[config.mk]
export PLATFORM = sky130hd
export DESIGN_NAME = neuron_buffer_swap_ctrl
export DESIGN_NICKNAME = d
export VERILOG_FILES = /design/src/rtl/neuron_buffer_swap_ctrl.sv
export SDC_FILE = /design/constraint.sdc
export NUM_CORES = 1
export LEC_CHECK = 0
export CORE_ASPECT_RATIO = 0.7
export CORE_MARGIN = 4
export CORE_UTILIZATION = 52
export CTS_BUF_LIST = sky130_fd_sc_hd__clkbuf_4 sky130_fd_sc_hd__clkbuf_8 sky130_fd_sc_hd__clkbuf_16
export DETAILED_ROUTE_END_ITERATION = 8
export PLACE_DENSITY = 0.8
export SLEW_MARGIN = 20
export SYNTH_ARGS = -nofsm -noshare
export SYNTH_HDL_FRONTEND = slang
export SYNTH_SLANG_ARGS = --single-unit
export TNS_END_PERCENT = 5
[constraint.sdc]
create_clock -name clk -period 2.6 [get_ports clk]
set_input_delay 0.52 -clock clk [delete_from_list [all_inputs] [get_ports clk]]
set_output_delay 0.52 -clock clk [all_outputs]
set_load 0.05 [all_outputs]
[src/rtl/neuron_buffer_swap_ctrl.sv]
// Ping-pong neuron buffer sequencer: read/write address streams per layer,
// buffer-select flip once both streams complete.
//
// Ports:
//   clk, reset              clock, async active-high reset
//   start                   begin a layer (honoured in IDLE only)
//   readCount, writeCount   per-layer word counts (A+1 bits), latched on start
//   readStep, writeStep     consumer took a read word / pool word is valid
//   readBufferSelect        0: read N1 / write N2, 1: reverse
//   readBuffAddress         registered read address
//   writeBuffAddress        registered write address
//   writeEnable             combinational write strobe
//   readDone                every read of the layer has been issued
//   busy                    high in RUN and SWAP
//   layerDone               one-cycle pulse in SWAP
//   overrun                 sticky: a writeStep arrived with no write allowed
module neuron_buffer_swap_ctrl #(
  parameter int A = 7
) (
  input  logic         clk,
  input  logic         reset,
  input  logic         start,
  input  logic [A:0]   readCount,
  input  logic [A:0]   writeCount,
  input  logic         readStep,
  input  logic         writeStep,
  output logic         readBufferSelect,
  output logic [A-1:0] readBuffAddress,
  output logic [A-1:0] writeBuffAddress,
  output logic         writeEnable,
  output logic         readDone,
  output logic         busy,
  output logic         layerDone,
  output logic         overrun
);

  typedef enum logic [1:0] {
    IDLE = 2'd0,
    RUN  = 2'd1,
    SWAP = 2'd2
  } state_t;

  state_t state;
  state_t state_nx;

  logic [A:0] rcnt;
  logic [A:0] wcnt;
  logic [A:0] ridx;
  logic [A:0] widx;
  logic       sel;
  logic       ovr;

  logic       rd_all;
  logic       wr_all;
  logic       rd_ok;
  logic       accept;

  assign rd_all = (ridx == rcnt);
  assign wr_all = (widx == wcnt);
  assign rd_ok  = (state == RUN) && readStep && (ridx < rcnt);
  assign accept = (state == IDLE) && start;

  // State register
  always_ff @(posedge clk or posedge reset) begin
    if (reset) state <= IDLE;
    else       state <= state_nx;
  end

  // Next state: completion judged on registered indices only
  always_comb begin
    state_nx = state;
    unique case (state)
      IDLE:    if (start) state_nx = RUN;
      RUN:     if (rd_all && wr_all) state_nx = SWAP;
      SWAP:    state_nx = IDLE;
      default: state_nx = IDLE;
    endcase
  end

  // Outputs
  always_comb begin
    busy        = 1'b0;
    layerDone   = 1'b0;
    writeEnable = 1'b0;
    readDone    = 1'b0;
    unique case (state)
      IDLE: ;
      RUN: begin
        busy        = 1'b1;
        writeEnable = writeStep && (widx < wcnt);
        readDone    = rd_all;
      end
      SWAP: begin
        busy      = 1'b1;
        layerDone = 1'b1;
        readDone  = rd_all;
      end
      default: ;
    endcase
  end

  // Counters, select and sticky overrun
  always_ff @(posedge clk or posedge reset) begin
    if (reset) begin
      rcnt <= '0;
      wcnt <= '0;
      ridx <= '0;
      widx <= '0;
      sel  <= 1'b0;
      ovr  <= 1'b0;
    end else begin
      if (accept) begin
        rcnt <= readCount;
        wcnt <= writeCount;
        ridx <= '0;
        widx <= '0;
        ovr  <= 1'b0;
      end else begin
        if (rd_ok)       ridx <= ridx + 1'b1;
        if (writeEnable) widx <= widx + 1'b1;
        // any write step that cannot be written is an overrun
        if (writeStep && !writeEnable) ovr <= 1'b1;
      end
      if (state == SWAP) sel <= ~sel;
    end
  end

  // Addresses are the low bits: a full 2^A count wraps back to 0
  assign readBuffAddress  = ridx[A-1:0];
  assign writeBuffAddress = widx[A-1:0];
  assign readBufferSelect = sel;
  assign overrun          = ovr;

endmodule

==> qor.csv, run 1 <==
metric,value,unit
grt.met3_usage,4.35,%
synth_area,2200,sq um
cp_max_fo,4,
dp_hpwl,3330,um
coreArea,3990,sq um
clock-sinks,36,
path_delay_family,buffers and inverters,
synth_nets,281,
grt-ovfl-total,0,
drc,0,
drv_cap,0,
grtUsageMet2,25.4,%
setup_viol,0,
p_leak,1.19,nW
grt.met1_usage,29.3,%
grt_max_degree,44,
num_antenna_cells,0,
fin_crit_sh,93.4,%
insertion_delay,0.29,ns
critPathBufInv,2,
ios,41,
start_util,55.0,%
cp-end-kind,output port,
hp-class,register to register,
die_w,85.7,um
wl_per_cell,14.4,um
finalMaxSlewViolations,0,
top_usage_layer,met1,
grt_pass1_vias,1643,
crit_required,2.08,ns
dieArea,5350,sq um
worst_pin_slew,0.506,ns
grt_antenna_before_repair,0,
viasPerCell,5.45,
clk_pin_slew,0.06,ns
portBuffers,40,
rows,19,
max_freq,412,MHz
max_stage_delay,0.80,ns
postSynthRegisterBits,36,
gp_congestion,0.799,
setup-tns-final,0,ns
post_synth.cell_area_avg,9.28,sq um
p_per_area,972,nW/um^2
max_slew_margin,66.2,%
status,completed,
skew,0.00926,ns
drtIter0Drc,134,
drive_gt1_share,7.87,%
cts_buffers,5,
layout.nets,310,
hold_viol_final,0,
power,0.00260,W
worstPathArrival,1.91,ns
syn2layout_area_growth,21.5,%
rsz0062_at_grt,false,
cts_setup_buffers,0,
grtUsageTotal,19.1,%
h-tree-depth,2,
yosys_warnings,0,
root_buffer,clkbuf_8,
period_minus_slack,2.43,ns
cts_tree,yes,
crit_type,register to output port,
ant_nets,0,
grt_first_pass_wirelength,8100,um
ys_types,32,
start_kind,register,
critPathSlowestCell,clkdlybuf4s50_1,
drt_wl_total,4580,um
clockBufferDepth,2,
synth_cells,237,
dieHeight,62.4,um
cp_cell_sequence,inv_1 > ha_1 > clkdlybuf4s50_1,
vias,1738,
irDropWorstVdd,0.000851,V
first_pass_iters,4,
ys_seq_area_share,41.0,%
==> cells in the final DEF (no fill, tap or decap), types with 3 or more instances in the layout <==
cell type,netlist,layout
clkdlybuf4s50_1,0,38
dfrtp_1,36,36
a21oi_1,19,19
or4_1,9,9
buf_4,14,6
ha_1,23,23
nand4_1,8,8
o21ai_0,19,19
o31ai_1,9,9
and4_1,3,3
clkbuf_8,0,5
or3_1,5,5
nand2_1,35,35
inv_1,21,21
o211ai_1,4,4
==> path summary, 6_finish.rpt <==
| kind | start | endpoint | slack [ns] | cells after the start |
|---|---|---|---|---|
| setup / recovery | state[0]$_DFFE_PP0P_ | busy | 0.17 | 3 |
| hold / removal | readBufferSelect$_DFFE_PP0P_ | readBufferSelect$_DFFE_PP0P_ | 0.47 | 1 |
| setup reg to reg | widx[1]$_DFFE_PP0P_ | widx[6]$_DFFE_PP0P_ | 0.51 | 7 |
| hold reg to reg | readBufferSelect$_DFFE_PP0P_ | readBufferSelect$_DFFE_PP0P_ | 0.47 | 1 |
| max in group asynchronous | reset | ridx[2]$_DFFE_PP0P_ | 1.64 | 3 |
| min in group asynchronous | reset | wcnt[1]$_DFFE_PP0P_ | 0.64 | 3 |
==> power by group <==
group / switching [W] / leakage [nW] / total [W] / internal, W
Combinational: 0.000800 / 0.671 / 0.00126 / 0.000460
Sequential: 0.000104 / 0.465 / 0.000844 / 0.000740
Clock: 0.000198 / 0.0586 / 0.000493 / 0.000295
Total: 0.00110 / 1.19 / 0.00260 / 0.00150
==> state kept, by name, indices dropped and copies added (netlist names) <==
| name | cells |
|---|---|
| state | 2 |
| rcnt | 8 |
| ridx | 8 |
| readBufferSelect | 1 |
| wcnt | 8 |
| widx | 8 |
| overrun | 1 |
==> cells in the mapped netlist <==
cell type,n,area (sq um)
buf_4,14,105
o21ai_0,19,95.1
or3_1,5,31.3
o211ai_1,4,30.0
nor3_1,1,5.00
o211ai_2,2,25.0
and3b_2,2,20.0
o2111ai_1,1,8.76
mux2i_1,1,10.0
clkbuf_1,5,18.8
nand2_1,35,131
and3_1,1,6.26
xor2_1,1,8.76
buf_6,2,22.5
o41ai_1,1,8.76
ha_1,23,288
and4_1,3,26.3
inv_1,21,78.8
and2_1,2,12.5
buf_2,2,10.0
a21oi_1,19,95.1
o31ai_1,9,67.6
nand4_1,8,50.1
nand3_1,2,10.0
o211a_1,1,10.0
nor2_1,1,3.75
o21ai_1,2,10.0
nand2b_1,1,6.26
nor2b_1,2,12.5
dfrtp_1,36,901
or4_1,9,67.6
mux2_1,2,22.5
==> per-stage QoR <==
stage               setup WS [ns]  instance area (sq um)  util [%]  std cells  hold WS [ns]
finish                      0.170                   2670      66.9        319         0.466
global route               0.0423                   2670      66.9        319         0.514
CTS                        0.0731                   2670      66.8        319         0.472
detailed placement          0.253                   2560      64.0        311         0.462
global placement            0.276                   2560      64.0        311         0.461
floorplan                  0.0691                   2200         -        237         0.450
==> cell type report <==
| cell class | count | area (sq um) |
|---|---|---|
| clock buffer | 6 | 76.3 |
| inverter | 21 | 78.8 |
| clock inverter | 2 | 35.0 |
| tap | 52 | 65.1 |
| multi-input combinational | 157 | 1070 |
| timing repair buffer | 45 | 445 |
| fill | 328 | 1320 |
| sequential | 36 | 901 |
==> logic make-up (layout without fill, tap and decap cells) <==
family | after synthesis | after routing | share of synthesized area (%)
compound gates | 58 | 58 | 15.9
buf+inv | 44 | 74 | 10.7
xor+xnor | 1 | 1 | 0.398
mux | 3 | 3 | 1.48
fa+ha+maj | 23 | 23 | 13.1
simple gates | 72 | 72 | 17.4
flops | 36 | 36 | 41.0
==> metal layers <==
layer	up-vias	wire, um
met2	42	1920
met1	802	2310
met5	-	0
met3	5	289
met4	0	55
li1	889	-
==> repair_timing <==
action,in CTS,in global routing
hold buffers,0,0
setup endpoints to repair,0,1
gates resized for setup,0,1
Note: power is estimated with default switching activity, not from simulation.
==> run 2: changes to the inputs <==
--- a/config.mk
+++ b/config.mk
@@ -5,12 +5,14 @@
 export SDC_FILE = /design/constraint.sdc
 export NUM_CORES = 1
 export LEC_CHECK = 0
+export CAP_MARGIN = 30
 export CORE_ASPECT_RATIO = 0.7
 export CORE_MARGIN = 4
-export CORE_UTILIZATION = 52
+export CORE_UTILIZATION = 55
 export CTS_BUF_LIST = sky130_fd_sc_hd__clkbuf_4 sky130_fd_sc_hd__clkbuf_8 sky130_fd_sc_hd__clkbuf_16
 export DETAILED_ROUTE_END_ITERATION = 8
-export PLACE_DENSITY = 0.8
+export DONT_BUFFER_PORTS = 1
+export PLACE_DENSITY = 0.7
 export SLEW_MARGIN = 20
 export SYNTH_ARGS = -nofsm -noshare
 export SYNTH_HDL_FRONTEND = slang
==> run 2 against run 1 <==
Effect of this change:
- first-iteration DRC count fell by 6.0%
- power down 5.1%
- final cell count shrank 8.5%
- critical path type unchanged
- largest cell class unchanged
- largest power group unchanged
==> qor.csv, run 2 (same netlist as run 1, synthesis figures left out) <==
metric,value,unit,change
status,completed,,
viasPerCell,5.79,,+6.4%
r2r_slack,0.53,ns,+0.02 ns
drive_gt1_share,14.0,%,+6.2 points
grt-ovfl-total,0,,unchanged
vias,1692,,-2.6%
root_buffer,clkbuf_8,,
cts_hold_buf,0,,unchanged
switching_share,45.3,%,+2.9 points
grt_first_pass_wirelength,7790,um,-3.8%
cts_buffers,5,,unchanged
critPathSlowestCell,dfrtp_1,,
ios,41,,unchanged
clock-sinks,36,,unchanged
final_cell_mix,"dfrtp_1, nand2_1, ha_1",,
irDropWorstVdd,0.000723,V,-15%
max_stage_delay,0.38,ns,-0.42 ns
drv_cap,0,,unchanged
critPathBufInv,1,,-1
first_pass_iters,4,,unchanged
crit_type,register to output port,,
insertion_delay,0.29,ns,about the same
clk_pin_slew,0.07,ns,about the same
drc,0,,unchanged
hp-class,primary input to async pin,,
period_minus_slack,2.40,ns,-0.0250 ns
coreArea,3670,sq um,-8.1%
grtUsageTotal,20.1,%,+0.99 points
h-tree-depth,2,,unchanged
crit_start,widx[1]$_DFFE_PP0P_,,
r2r-start,ridx[7]$_DFFE_PP0P_,,
grt_max_degree,37,,-16%
setup_viol,0,,unchanged
start_util,59.9,%,+4.8 points
grt_antenna_before_repair,0,,unchanged
wl_per_cell,16.3,um,+13%
power_frac_clock,17.5,%,-1.5 points
finish.utilization,64.5,%,-2.4 points
cp_cell_sequence,ha_1 > nor2b_1 > o211ai_1 > a21oi_4 > nor2_1 > buf_4,,
combPwrFrac,47.0,%,-1.5 points
die_w,83.6,um,-2.5%
start_kind,register,,
rsz0062_at_grt,false,,
hold_viol_final,0,,unchanged
max_slew_margin,60.8,%,-5.4 points
cp-end-kind,output port,,
max_freq,416,MHz,+1.0%
fillCellCount,299,,-8.8%
layout.nets,285,,-8.1%
cts_tree,yes,,
worst_pin_slew,0.588,ns,+0.0827 ns
p_int,0.00135,W,-9.9%
final_common_cell,dfrtp_1,,
clockBufferDepth,2,,unchanged
crit_required,2.08,ns,about the same
p_seq_share,35.5,%,+3.0 points
cts_setup_buffers,0,,unchanged
dp_hpwl,3670,um,+10%
rows,18,,-1
finalMaxSlewViolations,0,,unchanged
p_switching,0.00112,W,+1.3%
portBuffers,0,,-100%
syn2layout_area_growth,7.74,%,
fin_crit_sh,92.5,%,-0.96 points
dieArea,5090,sq um,-4.9%
dieHeight,60.9,um,-2.4%
p_leak,1.11,nW,-6.7%
worstPathArrival,1.88,ns,-0.03 ns
num_antenna_cells,0,,unchanged
ant_nets,0,,unchanged
drtIter0Drc,126,,-6.0%
gp_congestion,0.820,,+2.6%
cp_max_fo,15,,+11
path_delay_family,compound AO/OA/AOI/OAI gates,,
grt_pass1_vias,1628,,-0.91%
drt_wl_total,4750,um,+3.8%
p_per_area,1040,nW/um^2,+7.0%
setup-tns-final,0,ns,unchanged
skew,0.00269,ns,-0.00656 ns
-- run 2: cell count changes in the layout (fill, tap and decap cells not counted) --
cell	before	now
clkdlybuf4s50_1	38	0
buf_4	6	20
a21oi_1	19	18
a21oi_4	0	1
buf_12	1	0
bufinv_16	1	0
clkbuf_4	1	2
clkbuf_8	5	6
clkinv_2	1	0
nor2_1	0	1
nor2_2	1	0
-- run 2: area by class of cell --
type	instances	area, sq um	area share (%)
Inverter	21	78.8	3.33
Tap cell	50	62.6	2.64
Sequential cell	36	901	38.0
Clock buffer	8	97.6	4.12
Timing Repair Buffer	20	150	6.34
Multi-Input combinational cell	157	1080	45.5
-- run 2: repair_timing --
| item | 4_1_cts | 5_1_grt |
|---|---|---|
| gates resized for setup | 1 | 1 |
| cloned | 0 | 0 |
| setup endpoints to repair | 1 | 1 |
-- run 2: metal layers --
metal  up-vias  GRT usage [%]  part of all wire, %
li1        837              -                    -
met1       796           27.0                   50
met2        49           30.7                   42
met3        10           6.24                  6.4
met4         0           8.26                  2.0
met5         -              0                    0
-- run 2: worst paths after layout --
path	endpoint	cells after the start
min reg2reg	wcnt[0]$_DFFE_PP0P_	2
min	state[0]$_DFFE_PP0P_	2
max	writeEnable	6
max in group asynchronous	widx[2]$_DFFE_PP0P_	2
min in group clk	wcnt[0]$_DFFE_PP0P_	2
max reg2reg	state[0]$_DFFE_PP0P_	5
-- run 2: power groups by stage --
stage	clock network (W)	logic [W]	registers (W)
detailed placement	0	0.00115	0.000887
global placement	0	0.00108	0.000878
CTS	0.000440	0.00116	0.000877
floorplan	0	0.000901	0.000885
global route	0.000475	0.00129	0.000895
finish	0.000431	0.00116	0.000876
-- run 2: per-stage QoR --
step | instances | hold slack, ns | setup slack, ns | area, sq um | total power (W)
after detailed placement | 284 | 0.485 | 0.171 | 2260 | 0.00203
after global placement | 284 | 0.471 | 0.274 | 2260 | 0.00196
after floorplan | 237 | 0.450 | 0.0691 | 2200 | 0.00179
after global routing | 292 | 0.266 | 0.0705 | 2370 | 0.00266
final | 292 | 0.218 | 0.196 | 2370 | 0.00246
after CTS | 292 | 0.243 | 0.0861 | 2360 | 0.00247
